**config.mk**
```make
export PLATFORM = sky130hd
export DESIGN_NAME = wb_port_arbiter
export DESIGN_NICKNAME = d
export VERILOG_FILES = /design/src/rtl/wb_port_arbiter.sv
export SDC_FILE = /design/constraint.sdc
export NUM_CORES = 1
export LEC_CHECK = 0
export BUFFER_PORTS_ARGS = -buffer_cell sky130_fd_sc_hd__buf_2
export CORE_MARGIN = 2
export CORE_UTILIZATION = 46
export DETAILED_ROUTE_END_ITERATION = 16
export GPL_ROUTABILITY_DRIVEN = 1
export GPL_TIMING_DRIVEN = 0
export PLACE_DENSITY_LB_ADDON = 0.08
export SYNTH_ARGS = -nofsm -noshare
export SYNTH_HDL_FRONTEND = slang
export SYNTH_SLANG_ARGS = --single-unit
export TNS_END_PERCENT = 30
```
**constraint.sdc**
```tcl
create_clock -name clk_i -period 3.2 [get_ports clk_i]
set_clock_uncertainty 0.05 [all_clocks]
set_input_delay 0.16 -clock clk_i [delete_from_list [all_inputs] [get_ports clk_i]]
set_output_delay 0.16 -clock clk_i [all_outputs]
set_load 0.1 [all_outputs]
```
**src/rtl/wb_port_arbiter.sv**
```systemverilog
// Register-file write-port arbiter: the pipeline write-back normally owns the port, and a
// bounded-wait counter forces a grant to the long-latency unit so it cannot starve.
module wb_port_arbiter #(
   parameter int unsigned ADDR_W   = 5,
   parameter int unsigned DATA_W   = 32,
   parameter int unsigned MAX_WAIT = 4,
   parameter int unsigned CNT_W    = 4
) (
   input  logic              clk_i,
   input  logic              rst_i,
   input  logic              wb_we_i,
   input  logic [ADDR_W-1:0] wb_addr_i,
   input  logic [DATA_W-1:0] wb_data_i,
   input  logic              lu_valid_i,
   input  logic [ADDR_W-1:0] lu_addr_i,
   input  logic [DATA_W-1:0] lu_data_i,
   output logic              lu_ready_o,
   output logic              stall_o,
   output logic              rf_we_o,
   output logic [ADDR_W-1:0] rf_addr_o,
   output logic [DATA_W-1:0] rf_data_o
);

   localparam logic [CNT_W-1:0] MaxCnt      = CNT_W'(MAX_WAIT);
   localparam logic [CNT_W-1:0] LastRefusal = CNT_W'(MAX_WAIT - 1);

   logic              wb_req, lu_req;
   logic              grant_lu, grant_wb, waw_drop, lu_ready;
   logic              force_q, force_d;
   logic [CNT_W-1:0]  cnt_q, cnt_d;
   logic              rf_we_q, rf_we_d;
   logic [ADDR_W-1:0] rf_addr_q, rf_addr_d;
   logic [DATA_W-1:0] rf_data_q, rf_data_d;

   assign wb_req = wb_we_i && (wb_addr_i != '0);
   assign lu_req = lu_valid_i;

   // Grant priority: forced LU, then pipeline, then LU in an idle slot.
   always_comb begin
      grant_lu = 1'b0;
      grant_wb = 1'b0;
      if (force_q && lu_req) begin
         grant_lu = 1'b1;
      end else if (wb_req) begin
         grant_wb = 1'b1;
      end else if (lu_req) begin
         grant_lu = 1'b1;
      end
   end

   // A pending LU result aimed at the register the pipeline is writing now is already stale.
   assign waw_drop   = grant_wb && lu_req && !force_q && (lu_addr_i == wb_addr_i);
   assign lu_ready   = grant_lu || waw_drop;
   assign lu_ready_o = lu_ready && !rst_i;

   always_comb begin
      rf_we_d   = 1'b0;
      rf_addr_d = rf_addr_q;
      rf_data_d = rf_data_q;
      if (grant_lu) begin
         if (lu_addr_i != '0) begin
            rf_we_d   = 1'b1;
            rf_addr_d = lu_addr_i;
            rf_data_d = lu_data_i;
         end
      end else if (grant_wb) begin
         rf_we_d   = 1'b1;
         rf_addr_d = wb_addr_i;
         rf_data_d = wb_data_i;
      end
   end

   always_comb begin
      cnt_d = cnt_q;
      if (!lu_req || lu_ready) begin
         cnt_d = '0;
      end else if (cnt_q < MaxCnt) begin
         cnt_d = cnt_q + 1'b1;
      end
   end

   // Force arms after MAX_WAIT refusals and lasts only until the LU is served.
   always_comb begin
      force_d = force_q;
      if (!lu_req || grant_lu) begin
         force_d = 1'b0;
      end else if (!lu_ready && (cnt_q == LastRefusal)) begin
         force_d = 1'b1;
      end
   end

   always_ff @(posedge clk_i) begin
      if (rst_i) begin
         rf_we_q   <= 1'b0;
         rf_addr_q <= '0;
         rf_data_q <= '0;
         cnt_q     <= '0;
         force_q   <= 1'b0;
      end else begin
         rf_we_q   <= rf_we_d;
         rf_addr_q <= rf_addr_d;
         rf_data_q <= rf_data_d;
         cnt_q     <= cnt_d;
         force_q   <= force_d;
      end
   end

   assign stall_o   = force_q;
   assign rf_we_o   = rf_we_q;
   assign rf_addr_o = rf_addr_q;
   assign rf_data_o = rf_data_q;

endmodule
```
# Yosys cells after proc, flatten, opt, wreduce, memory -nomap -nowiden
# Cells that the tools add are included.
# totals
out_inout_bits	40
register_bits	43
word_cells	44
in_bits	78
# classes
muxes	14
n_eq_ne	3
reduce_logical	20
addsub	1
order_cmp	1
# ops
cell	count
32-bit 2-to-1 mux	3
5-bit 2-to-1 mux	3
5-bit nonzero test	2
1-bit 2-to-1 mux	8
1-bit logical AND	7
5-bit equality test	1
4-bit by 1-bit adder with 4-bit output, second input constant	1
4-bit by 2-bit equality test with 1-bit output, second input constant	1
1-bit logical NOT	4
4-bit by 3-bit < comparator with 1-bit output, second input constant	1
2-bit OR reduction	2
1-bit logical OR	3
2-bit by 1-bit inequality test with 1-bit output, second input constant	1
2-bit AND reduction	1
2-bit nonzero test	1

# Depth between registers and ports, before layout
# Gate-level depths: netlist of the first run.
# depth
word_depth	10
mapped_depth	6
depth_no_buf	4

# Least setup slack after synthesis of the first run
# No wires, ideal clock.
# synth_path
path_kind	register -> output
startpoint	register force_q (netlist: stall_o)
endpoint	output port lu_ready_o
stages_incl_launch_ff	3
path_buffers	0
arrival_ns	2.372
path_slack_ns	0.618
required_ns	2.990
cell_sequence	dfxtp_1 > a211oi_1 > nor2_1
# synth_via
elab_chain_cells	7
elab_cells_between_ends	9
cone_classes	2 x mux; 7 x reduce/logical
# synth_lines
item	line	source
start: declaration	29	logic force_q, force_d;
start signal: assignment	104	force_q <= force_d;
1-bit logical AND	42	if (force_q && lu_req) begin
1-bit 2-to-1 mux	42	
1-bit logical AND (3 in series)	52	assign waw_drop = grant_wb && lu_req && !force_q && (lu_addr_i == wb_addr_i);
1-bit logical OR (*)	53	assign lu_ready = grant_lu || waw_drop;
1-bit logical AND (*)	54	assign lu_ready_o = lu_ready && !rst_i;
end: declaration	17	output logic lu_ready_o,
# Mark *: on every way between the ends. The rest lies on a longest branch, timed or not.

# Final worst setup path of the first run
# layout_path
startpoint	input port wb_addr_i[4]
endpoint	output port lu_ready_o
# layout_via
elab_chain_cells	9
elab_cells_between_ends	12
cone_classes	1 x eq/ne; 4 x mux; 7 x reduce/logical
# layout_lines
item	line	source
start: declaration	12	input logic [ADDR_W-1:0] wb_addr_i,
5-bit nonzero test	35	assign wb_req = wb_we_i && (wb_addr_i != '0);
1-bit logical AND	35	
1-bit 2-to-1 mux	44	end else if (wb_req) begin
1-bit 2-to-1 mux	42	
1-bit logical AND (3 in series)	52	
1-bit logical OR (*)	53	
1-bit logical AND (*)	54	
# Marked as above.

==> metrics.csv, run 1 <==
stage,metric,value,unit
global_routing,overflow,0,
detailed_routing,via_per_inst,4.994,
sta,worst_pin_slew,0.5034,ns
setup_path,cp_cell_sequence,buf_2 > or3_4 > o21ai_0 > a211oi_1 > nor2_1 > buf_2,
finish,antenna_cells,0,
sta,fin_crit,1.816,ns
setup_path,critPathLaunch,wb_addr_i[4],
sta,final_hold_viol_count,0,
die,die-area,4722,um^2
status,status,completed,
clock_tree,insertion_delay,0.28,ns
worst_hold_path,holdPathStages,3,
setup_path,cp_max_fo,3,
sta,fin_crit_sh,0.5675,
clock_tree,cts_root_buf,clkbuf_8,
finish,synthToLayoutAreaGrowth,37.86,%
detailed_routing,final_antenna_net_count,0,
clock_tree,htreeDepth,2,
setup_path,r2r_end,rf_data_o[28],
synth,ys_ff_latch,43,
die,rows,23,
setup_path,cp_slowest_stage_delay,0.43,ns
setup_path,cp-end-kind,output port,
clock_tree,clk_pin_slew,0.07,ns
worst_hold_path,hold_path.class,input pin to register,
detailed_routing,drc,0,
detailed_routing,drt_first_pass_iters,4,
setup_path,cpMaxStageDelayCell,buf_2,
clock_tree,cts_tree,done,
clock_tree,cts_made_buffers,5,
detailed_routing,wire_per_inst,13.04,um
finish,drive_gt1_frac,0.4879,
sta,hold-worst-slack,0.08907,ns
synth,yosysTopAreaCell,dfxtp_1,
detailed_routing,via_count,1693,
detailed_routing,wl_met3,391,um
synth,syn_nets,243,
setup_path,reg2reg_depth,6,
setup_path,ff2ff_setup_slack,1.71,ns
sta,rsz0062_at_grt,false,
detailed_routing,highest_layer,met4,
detailed_routing,drt_iter0_drc,66,
setup_path,critical_path_buf_inv_count,2,
global_routing,antenna_found_initial,0,
power_and_ir_drop,ir_drop,0.3537,mV
synth,synthCells,164,
finish,fin_nets,367,
synth,synthesis.yosys.warnings,0,
setup_path,arrival,1.61,ns
clock_tree,cts_setup_buffers,0,
synth,syn_area_per_cell,11.75,um^2
die,core,4029,um^2
detailed_routing,m1WireLength,1845,um
setup_path,crit_family,buffers and inverters,
power_and_ir_drop,leakagePower,1.408,nW
global_routing,grt_max_degree,13,
synth,ys_seq_area_frac,0.4468,
sta,finalMaxSlewViolations,0,
detailed_routing,drt-total-wl,4421,um
die,io_pins,118,
place,dp_hpwl,3471,um
detailed_routing,wl_met2,2166,um
finish,final_util,0.6593,
global_routing,grt_usage,0.1822,
clock_tree,cts_buffer_depth,2,
synth,synth_commonest_cells,"43 x dfxtp_1, 37 x mux2i_1, 37 x o2bb2ai_1",
power_and_ir_drop,powerDensity,527.0,nW/um^2
place,dp_slack,1.391,ns
setup_path,worstPathRequired,2.99,ns
place,io_buffers,117,
die,start_util,0.4783,
place,place_area,2575,um^2
setup_path,r2r_start,stall_o,
synth,netlist_area,1927,um^2
finish,stdcell_area,2656,um^2
synth,ys_async_sr_fraction,0,
flow_run,maxCapViolCount,0,
global_routing,grt_pass1_wl,6423,um
setup_path,critPathKind,input pin to output port,
finish,fill_cells,365,
setup_path,crit_top_cell,buf_2,
sta,setup_tns,0,ns
sta,fmax,550.7,MHz
clock_tree,ctsHoldBuffers,0,
clock_tree,clock_sinks,43,
die,die_h,68.72,um
place,gp_congestion,0.8133,
sta,finalSetupViolCount,0,
worst_hold_path,whs_endpoint,rf_data_o[11],
setup_path,start_kind,input pin,
clock_tree,cts_resized,0,
synth,synth_cell_types,29,
worst_hold_path,min_from,lu_data_i[11],
synth,synth.area.top_cells,"dfxtp_1 45%, mux2i_1 19%, o2bb2ai_1 17%",
die,die_w,68.72,um
synth,synthFlopType,dfxtp_1,
synth,synth_top_area_share,0.4468,
sta,setup_ws,1.384,ns
synth,synth_edf_count,0,
global_routing,grt_pass1_vias,1437,
sta,maxSlewHeadroom,0.6638,
synth,synth.most_common_cell,dfxtp_1,
==> how the worst max path moves through the flow <==
stage	end	slack, ns	depth (start not counted)
final	lu_ready_o	1.38	6
after global routing	lu_ready_o	1.31	6
after CTS	lu_ready_o	1.39	6
after detailed placement	lu_ready_o	1.39	6
after global placement	lu_ready_o	1.41	6
after floorplan	lu_ready_o	0.62	2
==> sequential cells by signal (all words and copies together), names as in the netlist <==
signal     count
rf_we_o        1
cnt_q          4
stall_o        1
rf_addr_o      5
rf_data_o     32
==> cell type report <==
| class | instances | area (um^2) | share of cell area |
|---|---|---|---|
| well taps | 50 | 62.56 | 0.02355 |
| clock buffers | 7 | 76.32 | 0.02873 |
| repair buffers | 117 | 585.6 | 0.2204 |
| multi-input cells | 108 | 958.4 | 0.3608 |
| clock inverters | 1 | 5.005 | 0.001884 |
| flip-flops and latches | 43 | 860.8 | 0.3241 |
| inverters | 2 | 7.507 | 0.002826 |
| plain buffers | 11 | 100.1 | 0.03768 |
==> cells in the final DEF, fill, tap and decap left out <==
cell type,instances
xor2_1,6
clkbuf_8,5
nor2b_1,1
nand2_1,2
clkbuf_1,2
clkinv_2,1
mux2i_1,37
nor3_1,2
or3b_1,1
buf_4,3
a211oi_1,1
o21bai_2,1
buf_6,6
inv_1,2
a21boi_0,1
and2_1,2
o211a_4,1
o2bb2ai_1,37
a2111oi_2,1
or2_2,1
nor3_4,1
or3_4,1
nand2b_1,1
ha_1,1
o21ai_0,2
dfxtp_1,43
a21oi_1,1
and3_1,1
o221a_2,1
o21a_1,1
buf_2,119
nor2_1,4
==> metal layers <==
| metal | vias to the layer above | global-route usage |
|---|---|---|
| met1 | 759 | 0.2204 |
| met5 | - | 0 |
| met3 | 2 | 0.06818 |
| met4 | 0 | 0.04902 |
| li1 | 863 | - |
| met2 | 69 | 0.3041 |
==> where the power goes <==
group          total, mW  internal, mW  switching [mW]
sequential         0.592         0.574          0.0181
clock              0.316         0.153           0.163
combinational      0.492         0.117           0.375
==> worst register-to-register path, stage by stage (launching register included) <==
cell and delay (ns):
dfxtp_1 0.34, nand2_1 0.10, o221a_2 0.18, buf_4 0.20, buf_6 0.20, mux2i_1 0.23, o2bb2ai_1 0.08
==> per-stage QoR <==
step	power, mW	std cells
5_1_grt	1.467	339
3_5_place_dp	1.099	331
6_report	1.400	339
3_3_place_gp	1.094	331
4_1_cts	1.415	339
2_1_floorplan	0.9867	164
==> logic make-up after synthesis <==
logic type,count (synthesis),synth area share
adder cells (fa/ha/maj),1,0.006492
XOR/XNOR,6,0.02727
AO/OA/AOI/OAI,47,0.2162
AND/OR/NAND/NOR,17,0.05520
multiplexers,37,0.1922
flip-flops,43,0.4468
buffers and inverters,13,0.05584
No activity file was read; power rests on OpenSTA's default activity.
==> run 2, diff against run 1 <==
Settings changed: CORE_UTILIZATION 46 to 38.
Clock period 3.2 ns to 1.6 ns, I/O delays scaled along.
==> run 2 against run 1 <==
Worst setup slack worse by 1.3 ns. Power up 110%. First-iteration DRC count down 39%. Worst hold slack worse by 0.083 ns. Combinational power up 100%. Register-to-register slack worse by 1.6 ns. Clock power up 150%. Non-clock buffer count up 4. Die area up 20%. Critical endpoint is now rf_data_o[13].
==> metrics.csv, run 2 (same netlist as run 1, synthesis figures left out) <==
stage,metric,value,unit
sta,setup_tns,0,ns
clock_tree,cts_setup_buffers,0,
setup_path,critPathKind,register to register,
sta,finalMaxSlewViolations,0,
detailed_routing,final_antenna_net_count,0,
place,dp_hpwl,3515,um
detailed_routing,drc,0,
clock_tree,insertion_delay,0.28,ns
die,core,4817,um^2
sta,maxSlewHeadroom,0.6670,
finish,multi_input_area,965.9,um^2
global_routing,grt_pass1_wl,6920,um
setup_path,crit_family,buffers and inverters,
finish,largest_reg_flops,32,
detailed_routing,drt_iter0_drc,40,
global_routing,grt_usage,0.1614,
power_and_ir_drop,leakagePower,1.443,nW
sta,worst_pin_slew,0.4985,ns
finish,fin_nets,371,
clock_tree,cts_buffer_depth,2,
detailed_routing,via_per_inst,4.736,
detailed_routing,drt_first_pass_iters,4,
finish,antenna_cells,0,
die,start_util,0.4000,
flow_run,maxCapViolCount,0,
setup_path,cp-end-kind,register,
finish,drive_gt1_frac,0.4949,
clock_tree,clock_sinks,43,
power_and_ir_drop,powerDensity,1072,nW/um^2
place,io_buffers,117,
finish,final_common_cell,buf_2,
detailed_routing,wire_per_inst,12.82,um
setup_path,worstPathRequired,1.72,ns
setup_path,start_kind,register,
setup_path,cp_cell_sequence,nand2_1 > o221a_2 > buf_4 > buf_6 > mux2i_1 > o2bb2ai_1,
global_routing,overflow,0,
place,gp_congestion,0.7731,
sta,fin_crit,1.509,ns
finish,fill_cells,456,
global_routing,antenna_found_initial,0,
detailed_routing,drt-total-wl,4616,um
clock_tree,cts_tree,done,
worst_hold_path,hold_path.class,input pin to register,
detailed_routing,via_count,1705,
die,io_pins,118,
setup_path,arrival,1.63,ns
global_routing,grt_max_degree,14,
setup_path,critical_path_buf_inv_count,2,
sta,fmax,662.7,MHz
setup_path,cp_slowest_stage_delay,0.36,ns
power_and_ir_drop,ir_drop,0.6054,mV
finish,synthToLayoutAreaGrowth,43.38,%
setup_path,cp_max_fo,10,
die,die-area,5657,um^2
sta,final_hold_viol_count,0,
setup_path,cpMaxStageDelayCell,dfxtp_4,
clock_tree,clk_pin_slew,0.08,ns
die,die_w,75.21,um
finish,seqCellArea,864.6,um^2
sta,finalSetupViolCount,0,
clock_tree,cts_root_buf,clkbuf_8,
sta,fin_crit_sh,0.9432,
die,rows,25,
die,die_h,75.21,um
power_and_ir_drop,total_power,2.962,mW
global_routing,grt_pass1_vias,1564,
status,status,completed,
clock_tree,htreeDepth,2,
finish,mostFrequentLayoutCells,"118 x buf_2, 42 x dfxtp_1, 37 x mux2i_1, 37 x o2bb2ai_1",
clock_tree,cts_made_buffers,5,
sta,rsz0062_at_grt,true,
-- run 2: cell types whose count changed in the layout (fill, tap and decap cells not counted), sizes merged --
cell	before	now
dlygate4sd3	0	4
-- run 2: timing repair --
item,4_1_cts,5_1_grt
hold buffers,4,0
endpoints found under the hold margin,4,0
resized for setup,1,1
setup endpoints to repair,1,4
-- run 2: cell type report --
| class | count | share of cell area |
|---|---|---|
| Multi-Input combinational cell | 108 | 0.3496 |
| Inverter | 2 | 0.002717 |
| Buffer | 11 | 0.03623 |
| Clock buffer | 7 | 0.03895 |
| Timing Repair Buffer | 121 | 0.2274 |
| Sequential cell | 43 | 0.3130 |
| Tap cell | 67 | 0.03034 |
| Clock inverter | 1 | 0.001812 |
-- run 2: routing by layer --
metal / GRT usage / part of all wire / vias to the layer above
met5: 0 / 0 / -
met3: 0.03882 / 0.077 / 5
met2: 0.2865 / 0.48 / 71
met4: 0.05263 / 0.0091 / 0
li1: - / - / 875
met1: 0.1914 / 0.44 / 754
-- run 2: where the power goes --
part	internal [mW]	total, mW	switching, mW
Combinational	0.242	0.994	0.752
Sequential	1.15	1.18	0.0352
Clock	0.442	0.787	0.345
Total	1.83	2.96	1.13
-- run 2: path summary, 6_finish.rpt --
kind | start | to | slack [ns] | depth (start not counted)
setup / recovery | stall_o | rf_data_o[13] | 0.09 | 6
hold / removal | lu_data_i[28] | rf_data_o[28] | 0.006 | 3
setup reg to reg | stall_o | rf_data_o[13] | 0.09 | 6
hold reg to reg | rf_data_o[10] | rf_data_o[10] | 0.41 | 1
-- run 2: worst min-delay path, delay by kind of cell --
kind,cells,cell delay [ns]
AOI/OAI and AO/OA,1,0.11
buffers and inverters,1,0.07
muxes,1,0.05
-- run 2: per-stage QoR --
| stage | instance area, um^2 | utilization | hold slack (ns) | instances | setup slack (ns) |
|---|---|---|---|---|---|
| 6_report | 2763 | 0.5735 | 0.006473 | 360 | 0.09091 |
| 4_1_cts | 2763 | 0.5735 | 0.001815 | 360 | 0.01371 |
| 3_3_place_gp | 2608 | 0.5413 | 0.2952 | 348 | -0.1280 |
| 5_1_grt | 2763 | 0.5735 | 0.002132 | 360 | -0.006965 |
| 2_1_floorplan | 1938 | - | 0.2052 | 164 | 0.07161 |
| 3_5_place_dp | 2608 | 0.5413 | 0.3016 | 348 | -0.1594 |
==> run 3, diff against run 2 <==
Settings changed: RECOVER_POWER set to 100.
==> run 3 against run 2 <==
Critical endpoint is now lu_ready_o. Combinational power shrank 0.5%. Cell count unchanged. Fmax fell by 0.30%. Routed wire length shrank 1.2%. Largest power group unchanged. Largest cell class unchanged.
==> metrics.csv, run 3 (same netlist as run 1, synthesis figures left out) <==
stage,metric,value,unit
status,status,completed,
die,rows,25,
clock_tree,clock_sinks,43,
die,io_pins,118,
power_and_ir_drop,power_frac_seq,0.400,
place,placed_cells,348,
detailed_routing,drt_iter0_drc,43,
detailed_routing,via_count,1698,
sta,worst_pin_slew,0.5543,ns
power_and_ir_drop,p_sw_frac,0.3826,
global_routing,antenna_found_initial,0,
clock_tree,htreeDepth,2,
setup_path,start_kind,input pin,
clock_tree,insertion_delay,0.28,ns
power_and_ir_drop,internal_power,1.827,mW
power_and_ir_drop,p_clk_frac,0.265,
finish,finalNonFillerCells,360,
die,die_h,75.21,um
worst_hold_path,holdPathStages,3,
global_routing,grt_pass1_wl,6920,um
finish,stdcell_area,2758,um^2
finish,seqCellArea,864.6,um^2
finish,multi_input_area,960.9,um^2
sta,hold-worst-slack,0.008142,ns
global_routing,grt_pass1_vias,1564,
detailed_routing,drt-total-wl,4559,um
setup_path,crit_cells,6,
global_routing,grt_usage,0.1614,
detailed_routing,via_per_inst,4.717,
finish,final_util,0.5725,
detailed_routing,wire_per_inst,12.66,um
sta,final_hold_viol_count,0,
finish,final_common_cell,buf_2,
setup_path,cp_cell_sequence,buf_2 > or3_1 > o21ai_1 > a211oi_1 > nor2_4 > buf_4,
sta,finalSetupViolCount,0,
finish,synthToLayoutAreaGrowth,43.12,%
setup_path,reg2reg_depth,6,
setup_path,crit_family,simple AND/OR/NAND/NOR gates,
finish,mostFrequentLayoutCells,"80 x buf_2, 42 x dfxtp_1, 38 x clkbuf_2",
worst_hold_path,hold_path.class,input pin to register,
detailed_routing,drc,0,
detailed_routing,final_antenna_net_count,0,
place,dp_slack,-0.1594,ns
power_and_ir_drop,leakagePower,1.423,nW
sta,maxSlewHeadroom,0.6320,
place,io_buffers,117,
sta,rsz0062_at_grt,true,
sta,fin_crit,1.514,ns
global_routing,overflow,0,
die,start_util,0.4000,
place,dp_hpwl,3515,um
clock_tree,cts_buffer_depth,2,
finish,antenna_cells,0,
setup_path,cp_max_fo,3,
clock_tree,cts_made_buffers,5,
finish,drive_gt1_frac,0.4915,
clock_tree,cts_tree,done,
finish,fin_nets,371,
clock_tree,cts_root_buf,clkbuf_8,
die,core,4817,um^2
place,gp_congestion,0.7731,
power_and_ir_drop,powerDensity,1073,nW/um^2
power_and_ir_drop,share_comb_of_total_power,0.334,
setup_path,arrival,1.38,ns
sta,finalMaxSlewViolations,0,
setup_path,cpMaxStageDelayCell,or3_1,
detailed_routing,drt_first_pass_iters,4,
power_and_ir_drop,ir_drop,0.6055,mV
finish,fill_cells,457,
die,die-area,5657,um^2
setup_path,critical_path_buf_inv_count,2,
setup_path,cp-end-kind,output port,
sta,fmax,660.7,MHz
power_and_ir_drop,p_sw,1.132,mW
finish,largest_reg_flops,32,
sta,fin_crit_sh,0.9460,
clock_tree,cts_setup_buffers,0,
clock_tree,clk_pin_slew,0.08,ns
setup_path,cp_slowest_stage_delay,0.43,ns
global_routing,grt_max_degree,14,
flow_run,maxCapViolCount,0,
setup_path,critPathKind,input pin to output port,
die,die_w,75.21,um
place,place_area,2608,um^2
setup_path,worstPathRequired,1.47,ns
sta,setup_ws,0.08634,ns
==> run 3: cell types whose count changed in the layout (fill, tap and decap cells not counted), sizes merged <==
| cell | before | now |
|---|---|---|
| buf | 128 | 90 |
| clkbuf | 7 | 45 |
==> run 3: metal layers <==
metal | vias to the layer above | global-route usage | wire length [um]
li1 | 875 | - | -
met1 | 748 | 0.1914 | 1980
met2 | 70 | 0.2865 | 2193
met3 | 5 | 0.03882 | 345
met4 | 0 | 0.05263 | 39
met5 | - | 0 | 0
==> run 3: through the flow <==
step | setup TNS, ns | power, mW
3_5_place_dp | -3.848 | 2.197
5_1_grt | -0.01334 | 3.092
6_report | 0 | 2.958
2_1_floorplan | 0 | 1.974
4_1_cts | 0 | 3.005
3_3_place_gp | -3.767 | 2.194
==> run 3: timing repair <==
action / 4_1_cts / 5_1_grt
setup endpoints to repair: 1 / 4
hold buffers: 4 / 0
cloned: 0 / 0
resized for setup: 1 / 1
hold endpoints to repair: 4 / 0
==> run 3: final cells by class <==
| class | count | share of cell area |
|---|---|---|
| Buffer | 11 | 0.03630 |
| Clock inverter | 1 | 0.001815 |
| Clock buffer | 7 | 0.03902 |
| Tap cell | 67 | 0.03040 |
| Timing Repair Buffer | 121 | 0.2278 |
| Multi-Input combinational cell | 108 | 0.3485 |
| Inverter | 2 | 0.002722 |
| Sequential cell | 43 | 0.3135 |
==> run 3: worst register-to-register path: stages, from the launching register on <==
cell	delay (ns)
dfxtp_4	0.36
nand2_1	0.09
o221a_2	0.17
buf_4	0.21
buf_6	0.20
mux2i_1	0.24
o2bb2ai_1	0.07
==> run 3: worst paths after layout <==
kind                   end          start  slack, ns
max             lu_ready_o   wb_addr_i[4]       0.09
min          rf_data_o[28]  lu_data_i[28]      0.008
max reg2reg  rf_data_o[13]        stall_o       0.09
min reg2reg  rf_data_o[10]  rf_data_o[10]       0.41
==> run 3: power by group through the flow <==
stage / clock [mW] / sequential, mW / combinational [mW]
after floorplan: 0 / 1.76 / 0.216
after global placement: 0 / 1.20 / 0.989
after detailed placement: 0 / 1.21 / 0.992
after CTS: 0.822 / 1.18 / 1.00
after global routing: 0.859 / 1.19 / 1.04
final: 0.785 / 1.18 / 0.989
